[config.mk]
export PLATFORM = sky130hd
export DESIGN_NAME = regbank_arbiter
export DESIGN_NICKNAME = d
export VERILOG_FILES = /design/src/rtl/regbank_pkg.sv /design/src/rtl/regbank_16x32.sv /design/src/rtl/regbank_arbiter.sv
export SDC_FILE = /design/constraint.sdc
export NUM_CORES = 1
export LEC_CHECK = 0
export ABC_CLOCK_PERIOD_IN_PS = 20300
export CAP_MARGIN = 20
export CORE_ASPECT_RATIO = 1.4
export CORE_MARGIN = 2
export CORE_UTILIZATION = 60
export DETAILED_ROUTE_END_ITERATION = 10
export DONT_BUFFER_PORTS = 1
export PLACE_DENSITY_LB_ADDON = 0.1
export RECOVER_POWER = 25
export SYNTH_ARGS = -nofsm -noshare
export SYNTH_HDL_FRONTEND = slang
export SYNTH_HIERARCHICAL = 1
export SYNTH_SLANG_ARGS = --single-unit
[constraint.sdc]
create_clock -name clk -period 20.3 [get_ports clk]
set_input_delay 2.03 -clock clk [delete_from_list [all_inputs] [get_ports clk]]
set_output_delay 2.03 -clock clk [all_outputs]
set_load 0.1 [all_outputs]
[src/rtl/regbank_pkg.sv]
// Shared sizing and FSM encoding for the two-requester register bank arbiter.
package regbank_pkg;

  localparam int unsigned DATA_W    = 32;
  localparam int unsigned ADDR_W    = 4;
  localparam int unsigned NREGS     = 2 ** ADDR_W;
  localparam int unsigned MAX_BURST = 4;

  typedef enum logic [1:0] {
    IDLE = 2'd0,
    OWN0 = 2'd1,
    OWN1 = 2'd2
  } state_t;

endpackage : regbank_pkg

[src/rtl/regbank_16x32.sv]
// Register storage: one synchronous write port, one registered read port, async clear.
module regbank_16x32 #(
  parameter int unsigned DATA_W = regbank_pkg::DATA_W,
  parameter int unsigned ADDR_W = regbank_pkg::ADDR_W
) (
  input  logic              clk,
  input  logic              rst,
  input  logic              we,
  input  logic [ADDR_W-1:0] waddr,
  input  logic [DATA_W-1:0] wdata,
  input  logic              re,
  input  logic [ADDR_W-1:0] raddr,
  output logic [DATA_W-1:0] rdata
);

  localparam int unsigned NREGS = 2 ** ADDR_W;

  logic [DATA_W-1:0] bank [NREGS];

  always_ff @(posedge clk or posedge rst) begin
    if (rst) begin
      for (int i = 0; i < int'(NREGS); i++) begin
        bank[i] <= '0;
      end
      rdata <= '0;
    end else begin
      if (we) begin
        bank[waddr] <= wdata;
      end
      if (re) begin
        rdata <= bank[raddr];
      end
    end
  end

endmodule : regbank_16x32

[src/rtl/regbank_arbiter.sv]
// Two-requester round-robin arbiter with bounded locked bursts in front of a register bank.
module regbank_arbiter #(
  parameter int unsigned DATA_W    = regbank_pkg::DATA_W,
  parameter int unsigned ADDR_W    = regbank_pkg::ADDR_W,
  parameter int unsigned MAX_BURST = regbank_pkg::MAX_BURST
) (
  input  logic              clk,
  input  logic              rst,
  input  logic [1:0]        req_valid,
  input  logic [1:0]        req_we,
  input  logic [1:0]        req_lock,
  input  logic [ADDR_W-1:0] req_addr0,
  input  logic [ADDR_W-1:0] req_addr1,
  input  logic [DATA_W-1:0] req_wdata0,
  input  logic [DATA_W-1:0] req_wdata1,
  output logic [1:0]        req_ready,
  output logic [1:0]        rsp_valid,
  output logic [DATA_W-1:0] rsp_rdata
);

  import regbank_pkg::*;

  localparam int unsigned CNT_W = $clog2(MAX_BURST + 1);

  state_t            state, state_nxt;
  logic              rr_ptr;
  logic [CNT_W-1:0]  burst_cnt, burst_cnt_nxt;
  logic [1:0]        accept;
  logic              acc_idx;
  logic              own_idx;
  logic [ADDR_W-1:0] acc_addr;
  logic [DATA_W-1:0] acc_wdata;

  always_ff @(posedge clk or posedge rst) begin
    if (rst) begin
      state     <= IDLE;
      burst_cnt <= '0;
      rr_ptr    <= 1'b1;
      rsp_valid <= '0;
    end else begin
      state     <= state_nxt;
      burst_cnt <= burst_cnt_nxt;
      rsp_valid <= accept & ~req_we;
      if (|accept) begin
        rr_ptr <= acc_idx;
      end
    end
  end

  // Grant selection and ownership/burst tracking.
  always_comb begin
    req_ready     = 2'b00;
    state_nxt     = state;
    burst_cnt_nxt = burst_cnt;
    own_idx       = (state == OWN1);

    unique case (state)
      IDLE: begin
        if (req_valid == 2'b11) begin
          req_ready = rr_ptr ? 2'b01 : 2'b10;
        end else begin
          req_ready = req_valid;
        end
      end
      OWN0:    req_ready = {1'b0, req_valid[0]};
      OWN1:    req_ready = {req_valid[1], 1'b0};
      default: req_ready = 2'b00;
    endcase
    if (rst) begin
      req_ready = 2'b00;
    end

    accept  = req_valid & req_ready;
    acc_idx = accept[1];

    unique case (state)
      IDLE: begin
        if (|accept && req_lock[acc_idx] && (MAX_BURST > 1)) begin
          state_nxt     = acc_idx ? OWN1 : OWN0;
          burst_cnt_nxt = CNT_W'(1);
        end
      end
      OWN0, OWN1: begin
        if (!req_valid[own_idx]) begin
          state_nxt     = IDLE;
          burst_cnt_nxt = '0;
        end else if (|accept) begin
          // Forced release once the burst reaches its cap, regardless of lock.
          if (!req_lock[own_idx] || (burst_cnt + CNT_W'(1) == CNT_W'(MAX_BURST))) begin
            state_nxt     = IDLE;
            burst_cnt_nxt = '0;
          end else begin
            burst_cnt_nxt = burst_cnt + CNT_W'(1);
          end
        end
      end
      default: begin
        state_nxt     = IDLE;
        burst_cnt_nxt = '0;
      end
    endcase
  end

  assign acc_addr  = acc_idx ? req_addr1 : req_addr0;
  assign acc_wdata = acc_idx ? req_wdata1 : req_wdata0;

  regbank_16x32 #(
    .DATA_W (DATA_W),
    .ADDR_W (ADDR_W)
  ) u_bank (
    .clk   (clk),
    .rst   (rst),
    .we    (|(accept & req_we)),
    .waddr (acc_addr),
    .wdata (acc_wdata),
    .re    (|(accept & ~req_we)),
    .raddr (acc_addr),
    .rdata (rsp_rdata)
  );

endmodule : regbank_arbiter

==> impl.org <==
** Worst setup path
- FF-to-FF End :: u_bank/bank[71]
- Kind of start point of the critical path :: input pin
- Critical path arrival :: 9470 ps
- Kind of end point of the critical path :: asynchronous set/reset pin
- Reg-to-Reg Start :: state[0]
- The critical path is of the in2async type.
- In this run the worst path has a maximum fanout of around 110.
- WP data required :: roughly 21000 ps
- In this run the worst setup path begins at rst.
- Setup slack of the worst register-to-register path :: 13430 ps
- Counting cells, the worst reg-to-reg path comes to 12.

** STA
- Adding up every negative setup slack in the final design gives 0 ps.
- Count of final hold-check violations :: 0
- Final hold slack :: 486 ps
- Relative slew margins :: -234%
- Final-report max-slew violation count :: 371
- Derived from the worst setup path, the maximum achievable clock frequency is 113 MHz.
- Subtracting the final worst setup slack from the clock period gives between 8000 and 9000 ps.
- Setup violations remaining at the end of the flow were counted as 0.
- The final critical path takes up between 40% and 50% of the cycle.
- Clock Skew :: 9.05 ps
- Setup repair after global routing left no endpoint under its margin.
- The worst path meets setup with ~11000 ps of slack.
- Actual slew at the worst max-slew pin :: 4980 ps

** Logic synthesis
- Yosys warning total :: 6
- Synthesized-area fraction occupied by ao, oa, aoi and oai cells :: 2.39%
- Proportion of synthesized chip area in sequential cells :: 54.9%
- For this run, asynchronously set or reset flops after synthesis account for 100%.
- Post-Synth Simple-Gate Area :: 3.18%
- The synthesized design contains 0 enable-type register cells.
- Post-synthesis area per instance :: 15.2 µm²
- In this run, distinct cell masters in the synthesized netlist total 44.
- Counting every net in the synthesized netlist gives 1745.
- After synthesis, the share of cell area in mux cells is 36.2%.
- Post-synthesis share of cell area spent on xor and xnor gates :: 0.0348%
- Largest family of logic cells by synthesized area :: multiplexers
- Post-synthesis register bit count :: 552
- The cell area that synthesis handed to floorplanning was 25200 µm².
- Summing the areas of all fa, ha and maj instances in the mapped netlist gives less than 1% of the synthesized area.
- Instance count of the mapped netlist :: 1658
- Prevailing post-synth register cell :: sky130_fd_sc_hd__dfrtp_1

** Clocking
- H-tree depth :: 2
- Buffers inserted by post-CTS timing repair :: 0
- The root buffer cell chosen for the clock tree is sky130_fd_sc_hd__clkbuf_16.
- TritonCTS built the clock tree.
- CTS sink cnt :: 552
- Clock tree buffer depth :: 3
- Latest clock arrival within the worst-skew pair :: 590 ps
- The number of gates resized after CTS was 0.
- The number of clock buffers added by TritonCTS is 53.
- After clock tree synthesis, the clock-pin slew on the worst setup and hold paths is approximately 60 ps.
- Quantity of hold-fixing buffers added after cts :: 0

** Die
- Die Area :: 43600 µm²
- After floorplanning, the core was sized to cover between 40000 and 50000 µm².
- In this run the count of I/O pins placed on the die edge is approximately 120.
- FP Rows :: 88
- The initial utilization of the core area, before any placement, comes to 60.9%.
- In this run the horizontal extent of the chip is 177 µm.
- Die Y-Extent :: about 250 µm

** Min path
- The worst hold path begins at u_bank/bank[133].
- Number of stages on the worst hold path :: 1
- End of the worst hold path :: u_bank/bank[133]
- The tightest min-delay check is of the reg2reg type.

** Layout
- The post-route netlist has 46.1% of its cells at a drive strength greater than 1.
- Leading cell type in the layout, fill and taps excluded :: sky130_fd_sc_hd__dfrtp_1
- Layout fillers :: 2929
- Fin nets :: between 1500 and 2000
- The multi-input combinational cells in the finished layout cover a total of 10700 µm².
- Layout overhead on the synthesized area :: 8.38%
- Most used cells in the layout excluding fill and tap cells :: 551 x sky130_fd_sc_hd__dfrtp_1, 465 x sky130_fd_sc_hd__mux2_2, 128 x sky130_fd_sc_hd__mux4_2, 109 x sky130_fd_sc_hd__nand2_1, 55 x sky130_fd_sc_hd__clkbuf_16
- Final non-filler cell area :: 27300 µm²
- Antenna fix cells :: 0
- Area used by sequential logic in the layout :: 13800 µm²

** Drt
- DRC Markers :: 0
- In the final routed layout, each cell accounts on average for 26.6 µm.
- Via total after detailed routing :: approximately 14000
- Number of optimization iterations in the first detailed-route pass :: 5
- Drt first-iter violations :: 1034
- In the routed layout, each cell is associated on average with a via count of 6.39.
- In this run the remaining antenna-violating nets after routing total 0.
- For this block, the routed nets add up to 58100 µm of wire.

** Power
- Maximum resistive drop on vdd :: around 0.095 mV
- In this run the power density over the cells is 144 nW/µm².
- Static Leakage :: 12.9 nW

** Place
- Routability-driven placement finished with a final weighted congestion of 0.751.
- Pre-CTS WS :: around 13000 ps
- During placement, the flow inserted port buffers numbering 0.
- In this run the cell area measured after placement is around 26000 µm².
- Post-DP HPWL :: 33400 µm

** Run
- Count of max-cap constraint violations :: 5

** Global route
- GR Util All Layers :: 27.9%
- Entering global routing, the biggest net connects 114 pins.
- The first global-routing pass estimated 91300 µm of wire.
- The number of antenna violations at the first check in global routing was 0.
- The number of global-route vias before repair is roughly 15000.
- Global routing finished with a remaining overflow of 0.

** Status
- The final reports fail on max-capacitance violations, max-slew violations.
- The flow ran to the end, but the final reports show violations.
==> flip-flops by register name (all words and copies together) (netlist names) <==
name and flops:
burst_cnt 3, rr_ptr 1, rsp_valid 2, state 2, u_bank/bank 512, u_bank/rdata 32
==> where the power goes <==
part	internal, W	switching (W)
registers	0.00149	0.000464
logic	0.000579	0.000452
clock network	0.000540	0.000410
==> final cells by class <==
cell class | instances | area share [%]
inverter | 12 | 0.170
clock buffer | 88 | 5.94
multi-input combinational | 949 | 39.3
sequential | 552 | 50.7
clock inverter | 6 | 0.124
tap | 540 | 2.48
timing repair buffer | 36 | 1.28
==> per-stage QoR <==
| step | instances | utilization [%] | power (W) |
|---|---|---|---|
| global route | 2183 | 66.0 | 0.00414 |
| CTS | 2181 | 66.0 | 0.00397 |
| detailed placement | 2087 | 62.0 | 0.00301 |
| floorplan | 1658 | - | 0.00275 |
| finish | 2183 | 66.0 | 0.00394 |
| global placement | 2082 | 61.8 | 0.00296 |
==> metal layers <==
layer | GRT usage, % | vias to the layer above | part of all wire, %
li1 | - | 5981 | -
met1 | 36.1 | 7590 | 41
met2 | 48.9 | 300 | 53
met3 | 4.35 | 87 | 4.4
met4 | 7.71 | 0 | 2.3
met5 | 0 | - | 0
==> critical path, cell delays in order <==
cell and delay (ps):
sky130_fd_sc_hd__clkinvlp_2 2710, sky130_fd_sc_hd__clkbuf_1 2930, sky130_fd_sc_hd__buf_4 570, sky130_fd_sc_hd__buf_16 330, sky130_fd_sc_hd__buf_4 740
==> cell families after synthesis <==
| logic type | count (synthesis) |
|---|---|
| compound gates | 78 |
| xor+xnor | 1 |
| fa+ha+maj | 7 |
| buf+inv | 157 |
| flops | 552 |
| mux | 675 |
| simple gates | 188 |
==> how the worst max path moves through the flow <==
| stage | slack, ps | to | cells past startpoint |
|---|---|---|---|
| finish | 11420 | u_bank/bank[461] | 5 |
| detailed placement | 13280 | u_bank/bank[209] | 12 |
| global route | 9890 | u_bank/bank[109] | 5 |
| floorplan | 3060 | u_bank/bank[0] | 1 |
| CTS | 13900 | u_bank/bank[209] | 12 |
| global placement | 13290 | u_bank/bank[208] | 12 |
==> cell usage after synthesis (all sizes together) (2+ instances only) <==
master | n | area, µm²
dfrtp | 551 | 13800
mux2 | 514 | 5900
mux4 | 128 | 2880
nand2 | 115 | 437
buf | 78 | 429
clkbuf | 67 | 251
nor2 | 45 | 169
mux2i | 33 | 330
o22ai | 33 | 206
a221oi | 32 | 280
inv | 12 | 45.0
ha | 7 | 87.6
nand2b | 5 | 31.3
nor3 | 5 | 45.0
nand3 | 4 | 20.0
nand3b | 3 | 22.5
o21ai | 3 | 15.0
a21oi | 2 | 10.0
nor3b | 2 | 15.0
or2 | 2 | 12.5
or3 | 2 | 12.5
(Power assumes the default switching activity.)
